File: src/rtl/seg7_scan_driver.sv
// seg7_scan_driver: time-multiplexed common-anode hex display driver with
// per-digit decimal points, leading-zero blanking and PWM brightness.
// New data is latched into shadow registers on load and promoted to the
// active (displayed) registers only at a frame boundary, so a scan never tears.
module seg7_scan_driver #(
    parameter int unsigned NUM_DIGITS  = 4,
    parameter int unsigned REFRESH_DIV = 100000,
    parameter int unsigned BRIGHT_W    = 4,
    localparam int unsigned IDX_W      = (NUM_DIGITS > 1) ? $clog2(NUM_DIGITS) : 1
) (
    input  logic                    clk,
    input  logic                    rst,
    input  logic                    load,
    input  logic [4*NUM_DIGITS-1:0] value,
    input  logic [NUM_DIGITS-1:0]   dp_in,
    input  logic                    lz_en,
    input  logic [BRIGHT_W-1:0]     brightness,
    output logic [NUM_DIGITS-1:0]   anode,
    output logic [6:0]              cathode,
    output logic                    dp,
    output logic [IDX_W-1:0]        scan_idx
);

    localparam int unsigned PRE_W = (REFRESH_DIV > 1) ? $clog2(REFRESH_DIV) : 1;
    localparam int unsigned SLICE = REFRESH_DIV >> BRIGHT_W;
    localparam logic [PRE_W-1:0] PRE_MAX = PRE_W'(REFRESH_DIV - 1);
    localparam logic [IDX_W-1:0] IDX_MAX = IDX_W'(NUM_DIGITS - 1);

    logic [PRE_W-1:0]        prescaler;
    logic [4*NUM_DIGITS-1:0] sh_value,  act_value;
    logic [NUM_DIGITS-1:0]   sh_dp,     act_dp;
    logic                    sh_lz,     act_lz;
    logic [BRIGHT_W-1:0]     sh_bright, act_bright;
    // Active registers hold nothing displayable until a load has reached them.
    logic                    sh_valid,  act_valid;

    logic                    wrap_c, frame_c, on_c;
    logic [3:0]              nib_c;
    logic                    dp_bit_c, blank_bit_c, zero_run_c;
    logic [NUM_DIGITS-1:0]   blank_c, anode_c;
    logic [6:0]              cathode_c;
    logic                    dp_c;

    // Active-low gfedcba pattern for a hex nibble.
    function automatic logic [6:0] seg7(input logic [3:0] nib);
        case (nib)
            4'h0: seg7 = 7'h40;  4'h1: seg7 = 7'h79;
            4'h2: seg7 = 7'h24;  4'h3: seg7 = 7'h30;
            4'h4: seg7 = 7'h19;  4'h5: seg7 = 7'h12;
            4'h6: seg7 = 7'h02;  4'h7: seg7 = 7'h78;
            4'h8: seg7 = 7'h00;  4'h9: seg7 = 7'h10;
            4'hA: seg7 = 7'h08;  4'hB: seg7 = 7'h03;
            4'hC: seg7 = 7'h46;  4'hD: seg7 = 7'h21;
            4'hE: seg7 = 7'h06;  default: seg7 = 7'h0E;
        endcase
    endfunction

    // Slot timing: wrap, frame boundary and the PWM on-window (slot cycle 0 is dead time).
    always_comb begin
        wrap_c  = (prescaler == PRE_MAX);
        frame_c = wrap_c && (scan_idx == IDX_MAX);
        on_c    = act_valid && (prescaler != '0) &&
                  (32'(prescaler) < (32'(act_bright) + 32'd1) * SLICE);
    end

    // Select the current digit and work out leading-zero blanking from the top down.
    always_comb begin
        nib_c       = '0;
        dp_bit_c    = 1'b0;
        blank_bit_c = 1'b0;
        blank_c     = '0;
        zero_run_c  = 1'b1;
        for (int i = int'(NUM_DIGITS) - 1; i >= 0; i--) begin
            zero_run_c = zero_run_c & (act_value[4*i +: 4] == 4'h0);
            if (i > 0) blank_c[i] = act_lz & zero_run_c;
        end
        for (int i = 0; i < int'(NUM_DIGITS); i++) begin
            if (scan_idx == IDX_W'(i)) begin
                nib_c       = act_value[4*i +: 4];
                dp_bit_c    = act_dp[i];
                blank_bit_c = blank_c[i];
            end
        end
    end

    // Next anode/cathode/dp; a blanked digit still drives its anode if its point is lit.
    always_comb begin
        anode_c   = '1;
        cathode_c = 7'h7F;
        dp_c      = 1'b1;
        if (on_c && (!blank_bit_c || dp_bit_c)) begin
            for (int i = 0; i < int'(NUM_DIGITS); i++) begin
                if (scan_idx == IDX_W'(i)) anode_c[i] = 1'b0;
            end
            if (!blank_bit_c) cathode_c = seg7(nib_c);
            dp_c = ~dp_bit_c;
        end
    end

    // Counters, shadow/active register pair and registered display outputs.
    always_ff @(posedge clk) begin
        if (rst) begin
            prescaler  <= '0;
            scan_idx   <= '0;
            sh_value   <= '0;
            sh_dp      <= '0;
            sh_lz      <= 1'b0;
            sh_bright  <= '0;
            sh_valid   <= 1'b0;
            act_value  <= '0;
            act_dp     <= '0;
            act_lz     <= 1'b0;
            act_bright <= '0;
            act_valid  <= 1'b0;
            anode      <= '1;
            cathode    <= 7'h7F;
            dp         <= 1'b1;
        end else begin
            prescaler <= wrap_c ? '0 : prescaler + 1'b1;
            if (wrap_c) scan_idx <= (scan_idx == IDX_MAX) ? '0 : scan_idx + 1'b1;
            if (load) begin
                sh_value  <= value;
                sh_dp     <= dp_in;
                sh_lz     <= lz_en;
                sh_bright <= brightness;
                sh_valid  <= 1'b1;
            end
            if (frame_c) begin
                act_value  <= sh_value;
                act_dp     <= sh_dp;
                act_lz     <= sh_lz;
                act_bright <= sh_bright;
                act_valid  <= sh_valid;
            end
            anode   <= anode_c;
            cathode <= cathode_c;
            dp      <= dp_c;
        end
    end

endmodule
File: config.mk
export PLATFORM = sky130hd
export DESIGN_NAME = seg7_scan_driver
export DESIGN_NICKNAME = d
export VERILOG_FILES = /design/src/rtl/seg7_scan_driver.sv
export SDC_FILE = /design/constraint.sdc
export NUM_CORES = 1
export LEC_CHECK = 0
export CORE_UTILIZATION = 60
export DETAILED_ROUTE_END_ITERATION = 8
export DONT_BUFFER_PORTS = 1
export PLACE_DENSITY = 0.86
export SLEW_MARGIN = 20
export SYNTH_ARGS = -nofsm -noshare
export SYNTH_HDL_FRONTEND = slang
export SYNTH_SLANG_ARGS = --single-unit
File: constraint.sdc
create_clock -name clk -period 11.5 [get_ports clk]
set_input_delay 2.3 -clock clk [delete_from_list [all_inputs] [get_ports clk]]
set_output_delay 2.3 -clock clk [all_outputs]
set_load 0.01 [all_outputs]
# After elaboration in Yosys (flattened, before gate mapping)
# Memories as Yosys holds them, arrays and structs flattened. A register that Yosys moved wholly into a read port is not among the register bits.
# Cells that the tools add are included.
[totals]
mem_count = 1
ff_bits = 76
output_inout_bits = 14
mem_bits_ro = 112
inputBits = 28
[classes]
n_mux = 16
reduce_logical = 14
bitwise = 7
multipliers = 1
addsub = 3
eq_ne = 4
magnitude_cmp = 1
[memory_table]
columns = ["name", "words", "word_bits", "rd", "rd_clocked_by_memory_dff", "wr", "line_no", "text"]
rows = [
  ["(no name shown)", 16, 7, 1, 1, 0, "46", "case (nib)"],
]
[ops]
columns = ["cell", "count"]
rows = [
  ["17-bit by 18-bit < comparator with 1-bit output", 1],
  ["17-bit by 1-bit adder with 17-bit output, second input constant", 1],
  ["17-bit == test, second input constant", 1],
  ["5-bit by 12-bit multiplier with 17-bit output, second input constant", 1],
  ["17-bit nonzero test", 1],
  ["4-bit two-way mux", 4],
  ["4-bit zero test", 3],
  ["1-bit two-way mux", 11],
  ["4-bit by 1-bit adder with 5-bit output, second input constant", 1],
  ["1-bit bitwise AND", 5],
  ["2-bit == test, second input constant", 2],
  ["1-bit logical AND", 4],
  ["2-bit OR reduction", 2],
  ["3-bit OR reduction", 1],
  ["2-bit by 1-bit adder with 2-bit output, second input constant", 1],
  ["2-bit by 1-bit == test with 1-bit output, second input constant", 1],
  ["2-bit zero test", 1],
  ["2-bit two-way mux", 1],
  ["1-bit inverter", 2],
  ["1-bit zero test", 1],
  ["1-bit logical OR", 1],
]

# Logic depth before layout (Yosys ltp)
# Gate-level depths: netlist of run 1.
[logic_depth]
ltp_word = 12
mapped_depth = 22

# Least setup slack after synthesis of run 1
# Ideal clock, no wire load.
[synth_timing]
path_kind = "flip-flop to flip-flop"
start = "reg act_bright[0]"
end = "reg anode[3]"
path_slack_ps = 6967
setup_ps = 135
n_path_buf = 1
period_less_slack_ps = 4533
path_stages_with_launch = 21
t_arrival_ps = 4397
path_cell_list = "dfxtp_1 ha_1 xor2_1 ha_1 xnor2_1 ha_1 ha_1 ha_1 a21oi_1 o21ai_0 o41ai_1 o21ai_0 a21oi_1 xor2_1 ha_1 o21a_1 o21a_1 o22ai_1 nand4bb_1 buf_2 o2111ai_1"
[synth_between]
elab_chain_cells = 7
[synth_lines]
columns = ["item", "line_no", "text"]
rows = [
  ["start, declared", "33", "logic [BRIGHT_W-1:0] sh_bright, act_bright;"],
  ["start signal, assigned", "132", "act_bright <= sh_bright;"],
  ["4-bit by 1-bit adder with 5-bit output", "63", "(32'(prescaler) < (32'(act_bright) + 32'd1) * SLICE);"],
  ["5-bit by 12-bit multiplier with 17-bit output", "63", ""],
  ["17-bit by 18-bit < comparator with 1-bit output", "63", ""],
  ["1-bit logical AND", "62", "on_c = act_valid && (prescaler != '0) &&"],
  ["1-bit logical AND", "91", "if (on_c && (!blank_bit_c || dp_bit_c)) begin"],
  ["1-bit inverter (no line)", "-", ""],
  ["2-bit OR reduction (no line)", "-", ""],
  ["end signal, assigned", "135", "anode <= anode_c;"],
  ["end, declared", "18", "output logic [NUM_DIGITS-1:0] anode,"],
]
# Every way passes these cells.
# A chain may end at the register's enable or synchronous reset.

# Worst setup path in the final report of run 1
[layout_timing]
start = "reg act_bright[0]"
end = "reg cathode[5]"
[layout_between]
elab_chain_cells = 7
[layout_lines]
columns = ["item", "line_no", "text"]
rows = [
  ["4-bit by 1-bit adder with 5-bit output", "63", ""],
  ["5-bit by 12-bit multiplier with 17-bit output", "63", ""],
  ["17-bit by 18-bit < comparator with 1-bit output", "63", ""],
  ["1-bit logical AND", "62", ""],
  ["1-bit logical AND", "91", ""],
  ["1-bit inverter (no line)", "-", ""],
  ["3-bit OR reduction (no line)", "-", ""],
  ["end, declared", "19", "output logic [6:0] cathode,"],
]
# Every way passes these cells.

==> results.yml, run 1 <==
die:
  die_h_um: 90.7
  dieArea_mm2: 0.00823
  die_w_um: 90.7
  io_pins: 42
  core_area_mm2: 0.00745
  initial_core_util_pct: 63.4
  rows: 31
cells_and_area:
  area_growth_pct: 4.27
  fin_nets: 597
  fillers: 608
  drive_gt1_share_pct: 4.67
  post-route-cell-area_mm2: 0.00492
  diodes: 0
  multi_input_area_mm2: 0.00286
  regArea_mm2: 0.00166
  fin_cells: 613
  fin_util_pct: 66.1
drt:
  post_drt_wl_per_cell_um: 15.6
  via_per_inst: 5.80
  postRouteAntennaNets: 0
  drt_iter0_markers: 224
  drt-total-wl_mm: 9.55
  via_count: 3556
  route.detailed.drc: 0
  drt_first_pass_iters: 4
setup_path:
  cp_slowest_cell: "dfxtp_1"
  crit_path_frequent_cell: "ha_1"
  cp.required_ps: 11720
  start_kind: "flop"
  cp.arrival_ps: 5500
  cp-end-kind: "flop"
  cp_slowest_stage_delay_ps: 530
  crit_fanout: 12
  path_cells: "ha_1, xor2_1, ha_1, xnor2_1, ha_1, ha_1, ha_1, a21oi_1, o21ai_0, o41ai_1, o21ai_0, a21oi_1, xor2_1, ha_1, o21a_1, o21a_1, o22ai_1, nand4bb_1, o2111ai_1"
  path_class: "flop to flop"
hold_path:
  min-delay-path-class: "flop to flop"
timing:
  relSlewSlack_pct: 41.8
  setup_tns_ps: 0
  max_freq_ghz: 0.189
  worstMarginPinSlew_ps: 872
  drv_slew: 0
  fin_crit_sh_pct: 46.0
  rsz0062_at_grt: "false"
  hold_viol_final: 0
  setup_viol: 0
  skew_ps: 15.0
  period_minus_slack_ps: 5280
synth:
  synth-edff-count: 0
  yosys.area.top_type_share_pct: 35.2
  syn_area_per_cell_um2: 9.13
  syn_area_mm2: 0.00472
  synth.area.top_cells: "dfxtp_1 35%, ha_1 16%, mux2i_1 11%"
  yosysMostFrequentCell: "nor2_1"
  synthCells: 517
  ys_types: 49
  synth_common_cells: "90 x nor2_1, 83 x dfxtp_1, 59 x ha_1"
  yosys_most_used_dff: "dfxtp_1"
  syn-num-nets: 605
  ys_seq_area_share_pct: 35.2
  ys_ff_latch: 83
  async_flop_share_pct: 0
  synth_area_leader_cell: "dfxtp_1"
  yosys_warnings: 0
cts:
  cts_resized: 0
  cts_tree: "yes"
  ctsLongestPathBuffers: 2
  post_cts_buffers: 0
  clock-sinks: 83
  postCtsHoldBufs: 0
  clockRootBuffer: "clkbuf_8"
  path_clk_slew_ps: 90
  cts_buffers: 9
  clk_latency_ps: 380
  h-tree-depth: 3
outcome:
  status: "completed"
grt:
  antenna_found_initial: 0
  grt_pass1_vias: 3512
  grt_max_degree: 57
  grt_pass1_wl_mm: 16.4
  track_usage_pct: 24.7
  gr-total-overflow: 0
placed_design:
  placed_area_mm2: 0.00474
  post-dp-hpwl_mm: 7.05
  portBuffers: 0
  place_inst: 597
  gp_congestion: 0.879
power_and_ir_drop:
  p_per_area_mw_per_mm2: 104
  p_total_uw: 514
  p_leak_uw: 0.00232
  ir_drop_uv: 110
flow_run:
  cap_violations: 0
## power by group
group	switching (uW)	internal (uW)	total (uW)
combinational	5.25	7.18	12.4
clock	120	83.6	204
sequential	4.37	294	298
## stage by stage
stage	hold slack (ps)	setup slack [ps]
after global routing	515	5720
after detailed placement	465	6270
final	486	6220
after floorplan	440	6970
after global placement	448	6510
after CTS	487	6230
## registers in the layout (all words and copies together) (netlist names)
register / flops
act_bright: 4
act_dp: 4
act_lz: 1
act_valid: 1
act_value: 16
anode: 4
cathode: 7
dp: 1
prescaler: 17
scan_idx: 2
sh_bright: 4
sh_dp: 4
sh_lz: 1
sh_valid: 1
sh_value: 16
## placed cells by master (no fill, tap or decap), types with 3 or more instances in the layout
master / instances
nor3_1: 7
nor4_1: 5
nor2_1: 90
xnor2_1: 10
nor3b_1: 5
inv_1: 25
nand2_1: 30
clkbuf_8: 9
a21oi_1: 17
o2111ai_1: 3
a21o_1: 3
and3_1: 7
nand3b_1: 4
mux2i_1: 52
o21ai_0: 10
xor2_1: 19
a22oi_1: 5
inv_6: 3
nand3_1: 8
ha_1: 59
a211oi_1: 8
o21a_1: 3
dfxtp_1: 83
nor2b_1: 9
nand4_1: 11
## logic make-up after synthesis
| logic type | share of synthesized area (%) |
|---|---|
| xor gates and xnor gates | 5.38 |
| adders and majority gates | 16.1 |
| DFF | 35.2 |
| AOI/OAI and AO/OA | 8.96 |
| and+or+nand+nor | 18.8 |
| muxes | 11.3 |
| buffers and inverters | 4.32 |
## final cells by class
| cell class | instances | area share [%] |
|---|---|---|
| clock inverter | 7 | 1.30 |
| multi-input combinational | 390 | 58.0 |
| sequential | 83 | 33.7 |
| tap | 99 | 2.52 |
| inverter | 25 | 1.91 |
| clock buffer | 9 | 2.52 |
## routing by layer
layer	global-route usage, %	vias to the layer above	routed length (um)
met1	31.9	1674	4560
met5	0	-	0
met3	5.98	18	434
li1	-	1776	-
met4	9.01	0	178
met2	40.0	88	4380
## final timing paths
check                             startpoint                       to  slack (ps)  cells after the start
setup / recovery  act_bright[0]$_SDFFE_PP0P_    cathode[5]$_SDFF_PP1_        6220                     19
hold / removal       prescaler[0]$_SDFF_PP0_  prescaler[0]$_SDFF_PP0_         490                      1
setup reg to reg  act_bright[0]$_SDFFE_PP0P_    cathode[5]$_SDFF_PP1_        6220                     19
hold reg to reg      prescaler[0]$_SDFF_PP0_  prescaler[0]$_SDFF_PP0_         490                      1
## worst max-delay path, delay by kind of cell (launching register included)
family	cells	cell delay (ps)
compound gates	9	1780
simple gates	1	450
fa+ha+maj	6	1660
flops	1	530
xor+xnor	3	690
(Power assumes the default switching activity.)
==> run 2: changes to the inputs <==
==> constraint.sdc (replaced) <==
create_clock -name clk -period 5.3 [get_ports clk]
set_input_delay 1.06 -clock clk [delete_from_list [all_inputs] [get_ports clk]]
set_output_delay 1.06 -clock clk [all_outputs]
set_load 0.01 [all_outputs]
==> results.yml, run 2 (synthesized netlist as in run 1, its figures left out) <==
outcome:
  status: "completed"
setup_path:
  cp_slowest_stage_delay_ps: 380
  cp-end-kind: "flop"
  cp.required_ps: 5530
  r2r_cells: 20
  path_buf_inv: 0
  path_class: "flop to flop"
  crit_fanout: 8
  crit_path_frequent_cell: "ha_1"
  cp_slowest_cell: "dfxtp_2"
  crit_family: "adder cells"
  path_cells: "ha_1, and3_2, ha_1, xnor2_1, ha_1, ha_1, ha_1, a21oi_1, o21ai_0, o41ai_2, o21ai_0, a21oi_1, xor2_1, ha_1, nor3_1, nand2_1, a211oi_1, o41ai_2, nand4bb_1, nand4_1"
  cp.arrival_ps: 5140
  r2r-start: "act_bright[0]$_SDFFE_PP0P_"
  start_kind: "flop"
  r2r_end: "cathode[3]$_SDFF_PP1_"
  r2r_setup_slack_ps: 390
drt:
  drt_first_pass_iters: 5
  postRouteAntennaNets: 0
  post_drt_wl_per_cell_um: 16.2
  drt_iter0_markers: 222
  route.detailed.drc: 0
  via_count: 3652
  via_per_inst: 5.92
  drt-total-wl_mm: 10.0
timing:
  skew_ps: 8.19
  worstMarginPinSlew_ps: 840
  setup_tns_ps: 0
  max_freq_ghz: 0.204
  whs_ps: 472
  fin_crit_sh_pct: 92.6
  period_minus_slack_ps: 4910
  rsz0062_at_grt: "false"
  drv_slew: 0
  hold_viol_final: 0
  relSlewSlack_pct: 43.9
  setup_viol: 0
die:
  core_area_mm2: 0.00745
  die_h_um: 90.7
  dieArea_mm2: 0.00823
  io_pins: 42
  initial_core_util_pct: 63.4
  die_w_um: 90.7
  rows: 31
grt:
  track_usage_pct: 25.1
  grt_max_degree: 57
  grt_pass1_vias: 3514
  gr-total-overflow: 0
  grt_pass1_wl_mm: 16.5
  antenna_found_initial: 0
cts:
  h-tree-depth: 3
  path_clk_slew_ps: 80
  clockRootBuffer: "clkbuf_8"
  postCtsHoldBufs: 0
  ctsLongestPathBuffers: 2
  clock-sinks: 83
  clk_latency_ps: 360
  cts_buffers: 9
  cts_tree: "yes"
power_and_ir_drop:
  p_sw_share_pct: 23.2
  p_leak_uw: 0.00236
  power_frac_seq_pct: 56.7
  ir_drop_uv: 225
  power_frac_clock_pct: 40.9
  power_switching_uw: 264
  p_int_uw: 876
  p_per_area_mw_per_mm2: 228
  pwr-share-comb_pct: 2.4
cells_and_area:
  fillers: 601
  largest_reg_flops: 17
  final_common_cell: "nor2_1"
  top_regs: "prescaler x17, act_value x16, sh_value x16"
  multi_input_area_mm2: 0.00289
  drive_gt1_share_pct: 5.98
  regArea_mm2: 0.00166
  regMostFlops: "prescaler"
  fin_nets: 601
  layout_common_cells: "90 x nor2_1, 82 x dfxtp_1, 59 x ha_1"
  diodes: 0
  area_growth_pct: 5.78
  fin_cells: 617
hold_path:
  holdPathEnd: "sh_valid$_SDFFE_PP0P_"
  min_path_cells: 2
  min-delay-start: "sh_valid$_SDFFE_PP0P_"
  min-delay-path-class: "flop to flop"
placed_design:
  post-dp-hpwl_mm: 7.18
  portBuffers: 0
  place_inst: 599
  gp_congestion: 0.894
flow_run:
  cap_violations: 0
==> run 2: worst max-delay path by stage <==
stage	depth (start not counted)	start	slack [ps]	end
2_1_floorplan	20	act_bright[0]$_SDFFE_PP0P_	770	anode[3]$_SDFF_PP1_
3_3_place_gp	19	act_bright[0]$_SDFFE_PP0P_	440	cathode[5]$_SDFF_PP1_
3_5_place_dp	19	act_bright[0]$_SDFFE_PP0P_	220	cathode[5]$_SDFF_PP1_
4_1_cts	19	act_bright[0]$_SDFFE_PP0P_	210	cathode[5]$_SDFF_PP1_
5_1_grt	20	act_bright[0]$_SDFFE_PP0P_	30	cathode[3]$_SDFF_PP1_
6_report	20	act_bright[0]$_SDFFE_PP0P_	390	cathode[3]$_SDFF_PP1_
==> run 2: what timing repair did <==
item | CTS | global route
buffers inserted | 0 | 1
resized for setup | 0 | 5
setup endpoints to repair | 0 | 12
==> run 2: power groups by stage <==
stage                     Combinational (uW)  Sequential, uW  Clock [uW]
after floorplan                         33.9             658           0
after global placement                  25.1             660           0
after detailed placement                27.0             661           0
after CTS                               27.3             647         471
after global routing                    31.1             648         492
final                                   27.0             647         466
==> run 2: area by class of cell <==
| class | count | area share (%) |
|---|---|---|
| clock buffers | 10 | 2.56 |
| well taps | 99 | 2.48 |
| clock inverters | 6 | 1.50 |
| inverters | 25 | 1.88 |
| flip-flops and latches | 83 | 33.3 |
| multi-input cells | 391 | 57.8 |
| repair buffers | 3 | 0.451 |
==> run 2: metal layers <==
metal	vias to the layer above	wire (um)	GRT usage, %
met5	-	0	0
met1	1716	4570	32.6
met4	0	229	10.6
met2	120	4650	40.4
met3	26	542	5.22
li1	1790	-	-
==> run 2: stage by stage <==
step | power [uW] | instance area, um2 | setup slack [ps] | util, %
after CTS | 1140 | 4950 | 207 | 66.5
after global placement | 685 | 4750 | 440 | 63.8
final | 1140 | 4990 | 390 | 67.1
after detailed placement | 688 | 4750 | 223 | 63.8
after floorplan | 692 | 4720 | 767 | -
after global routing | 1170 | 4990 | 26.6 | 67.1
==> run 2: worst min-delay path: cells and delay by family, from the launching register on <==
kind,cells,cell delay [ps]
simple gates,2,110
flops,1,330
==> run 3: changes to the inputs <==
--- a/config.mk
+++ b/config.mk
@@ -5,6 +5,7 @@
 export SDC_FILE = /design/constraint.sdc
 export NUM_CORES = 1
 export LEC_CHECK = 0
+export ABC_AREA = 0
 export CORE_UTILIZATION = 60
 export DETAILED_ROUTE_END_ITERATION = 8
 export DONT_BUFFER_PORTS = 1
==> constraint.sdc (replaced) <==
create_clock -name clk -period 5.9 [get_ports clk]
set_input_delay 1.18 -clock clk [delete_from_list [all_inputs] [get_ports clk]]
set_output_delay 1.18 -clock clk [all_outputs]
set_load 0.01 [all_outputs]
==> results.yml, run 3 (synthesized netlist as in run 1, its figures left out) <==
cts:
  cts_resized: 0
  h-tree-depth: 3
  post_cts_buffers: 0
  clock-sinks: 83
  path_clk_slew_ps: 90
  clk_latency_ps: 380
  postCtsHoldBufs: 0
  clockRootBuffer: "clkbuf_8"
  cts_tree: "yes"
  ctsLongestPathBuffers: 2
  cts_buffers: 9
drt:
  postRouteAntennaNets: 0
  drt-total-wl_mm: 9.47
  met3_length_um: 540
  post_drt_wl_per_cell_um: 15.4
  drt-met1-wl_mm: 4.36
  drt_first_pass_iters: 5
  drt_iter0_markers: 228
  via_count: 3539
  via_per_inst: 5.77
  route.detailed.drc: 0
  dr_wl_met2_mm: 4.39
  top_layer_used: "met4"
cells_and_area:
  multi_input_area_mm2: 0.00286
  fin_util_pct: 66.1
  fin_nets: 597
  final_common_cell: "nor2_1"
  area_growth_pct: 4.27
  fillers: 596
  diodes: 0
  top_regs: "prescaler x17, act_value x16, sh_value x16"
  drive_gt1_share_pct: 4.67
  regArea_mm2: 0.00166
  post-route-cell-area_mm2: 0.00492
  layout_common_cells: "90 x nor2_1, 83 x dfxtp_1, 59 x ha_1"
  regMostFlops: "prescaler"
  largest_reg_flops: 17
die:
  dieArea_mm2: 0.00823
  die_w_um: 90.7
  io_pins: 42
  die_h_um: 90.7
  core_area_mm2: 0.00745
  initial_core_util_pct: 63.4
  rows: 31
setup_path:
  path_cells: "ha_1, xor2_1, ha_1, xnor2_1, ha_1, ha_1, ha_1, a21oi_1, o21ai_0, o41ai_1, o21ai_0, a21oi_1, xor2_1, ha_1, o21a_1, o21a_1, o22ai_1, nand4bb_1, o2111ai_1"
  path_class: "flop to flop"
  crit_path_frequent_cell: "ha_1"
  cp_slowest_stage_delay_ps: 520
  start_kind: "flop"
  crit_fanout: 12
  r2r-start: "act_bright[0]$_SDFFE_PP0P_"
  cp.required_ps: 6120
  cp_slowest_cell: "dfxtp_1"
  critPathLaunch: "act_bright[0]$_SDFFE_PP0P_"
  cp-end-kind: "flop"
  cp.arrival_ps: 5470
timing:
  period_minus_slack_ps: 5250
  whs_ps: 483
  fin_crit_sh_pct: 88.9
  rsz0062_at_grt: "false"
  skew_ps: 10.9
  max_freq_ghz: 0.191
  worstMarginPinSlew_ps: 872
  setup_tns_ps: 0
  hold_viol_final: 0
  relSlewSlack_pct: 41.7
  drv_slew: 0
  setup_viol: 0
power_and_ir_drop:
  ir_drop_uv: 202
  p_leak_uw: 0.00232
  p_total_uw: 998
  p_per_area_mw_per_mm2: 203
outcome:
  status: "completed"
grt:
  grt_pass1_vias: 3546
  grt_max_degree: 57
  track_usage_pct: 24.6
  gr-total-overflow: 0
  antenna_found_initial: 0
  grt_pass1_wl_mm: 16.3
placed_design:
  gp_congestion: 0.879
  placed_area_mm2: 0.00474
  portBuffers: 0
  post-dp-hpwl_mm: 7.07
hold_path:
  min-delay-path-class: "flop to flop"
  min-delay-start: "prescaler[0]$_SDFF_PP0_"
flow_run:
  cap_violations: 0
run 3: report_power, final:
part | leakage [uW] | switching (uW) | internal (uW)
registers | 0.000675 | 8.61 | 572
clock network | 0.0000907 | 231 | 163
logic | 0.00155 | 10.1 | 13.9
total | 0.00232 | 249 | 749
run 3: metal layers:
layer / track usage, % / up-vias
met1: 31.7 / 1652
met5: 0 / -
met3: 6.31 / 17
li1: - / 1778
met2: 39.2 / 92
met4: 9.95 / 0
run 3: through the flow:
stage | setup WS, ps | cells
2_1_floorplan | 1370 | 517
3_3_place_gp | 911 | 597
3_5_place_dp | 697 | 597
4_1_cts | 649 | 613
5_1_grt | 132 | 613
6_report | 655 | 613
run 3: cell type report:
cell class                 instances  area share [%]
multi-input combinational        390            58.0
sequential                        83            33.7
clock buffer                       9            2.52
tap                               99            2.52
inverter                          25            1.91
clock inverter                     7            1.30
run 3: critical path: cells and delay by family (launching register included):
kind	cells	cell delay, ps
AO/OA/AOI/OAI	9	1750
XOR/XNOR	3	700
AND/OR/NAND/NOR	1	440
flip-flops	1	520
adder cells (fa/ha/maj)	6	1660
run 3: final timing paths:
check | to | slack, ps | depth (start not counted)
max reg2reg | anode[3]$_SDFF_PP1_ | 650 | 19
min reg2reg | prescaler[0]$_SDFF_PP0_ | 480 | 1
min | prescaler[0]$_SDFF_PP0_ | 480 | 1
max | anode[3]$_SDFF_PP1_ | 650 | 19
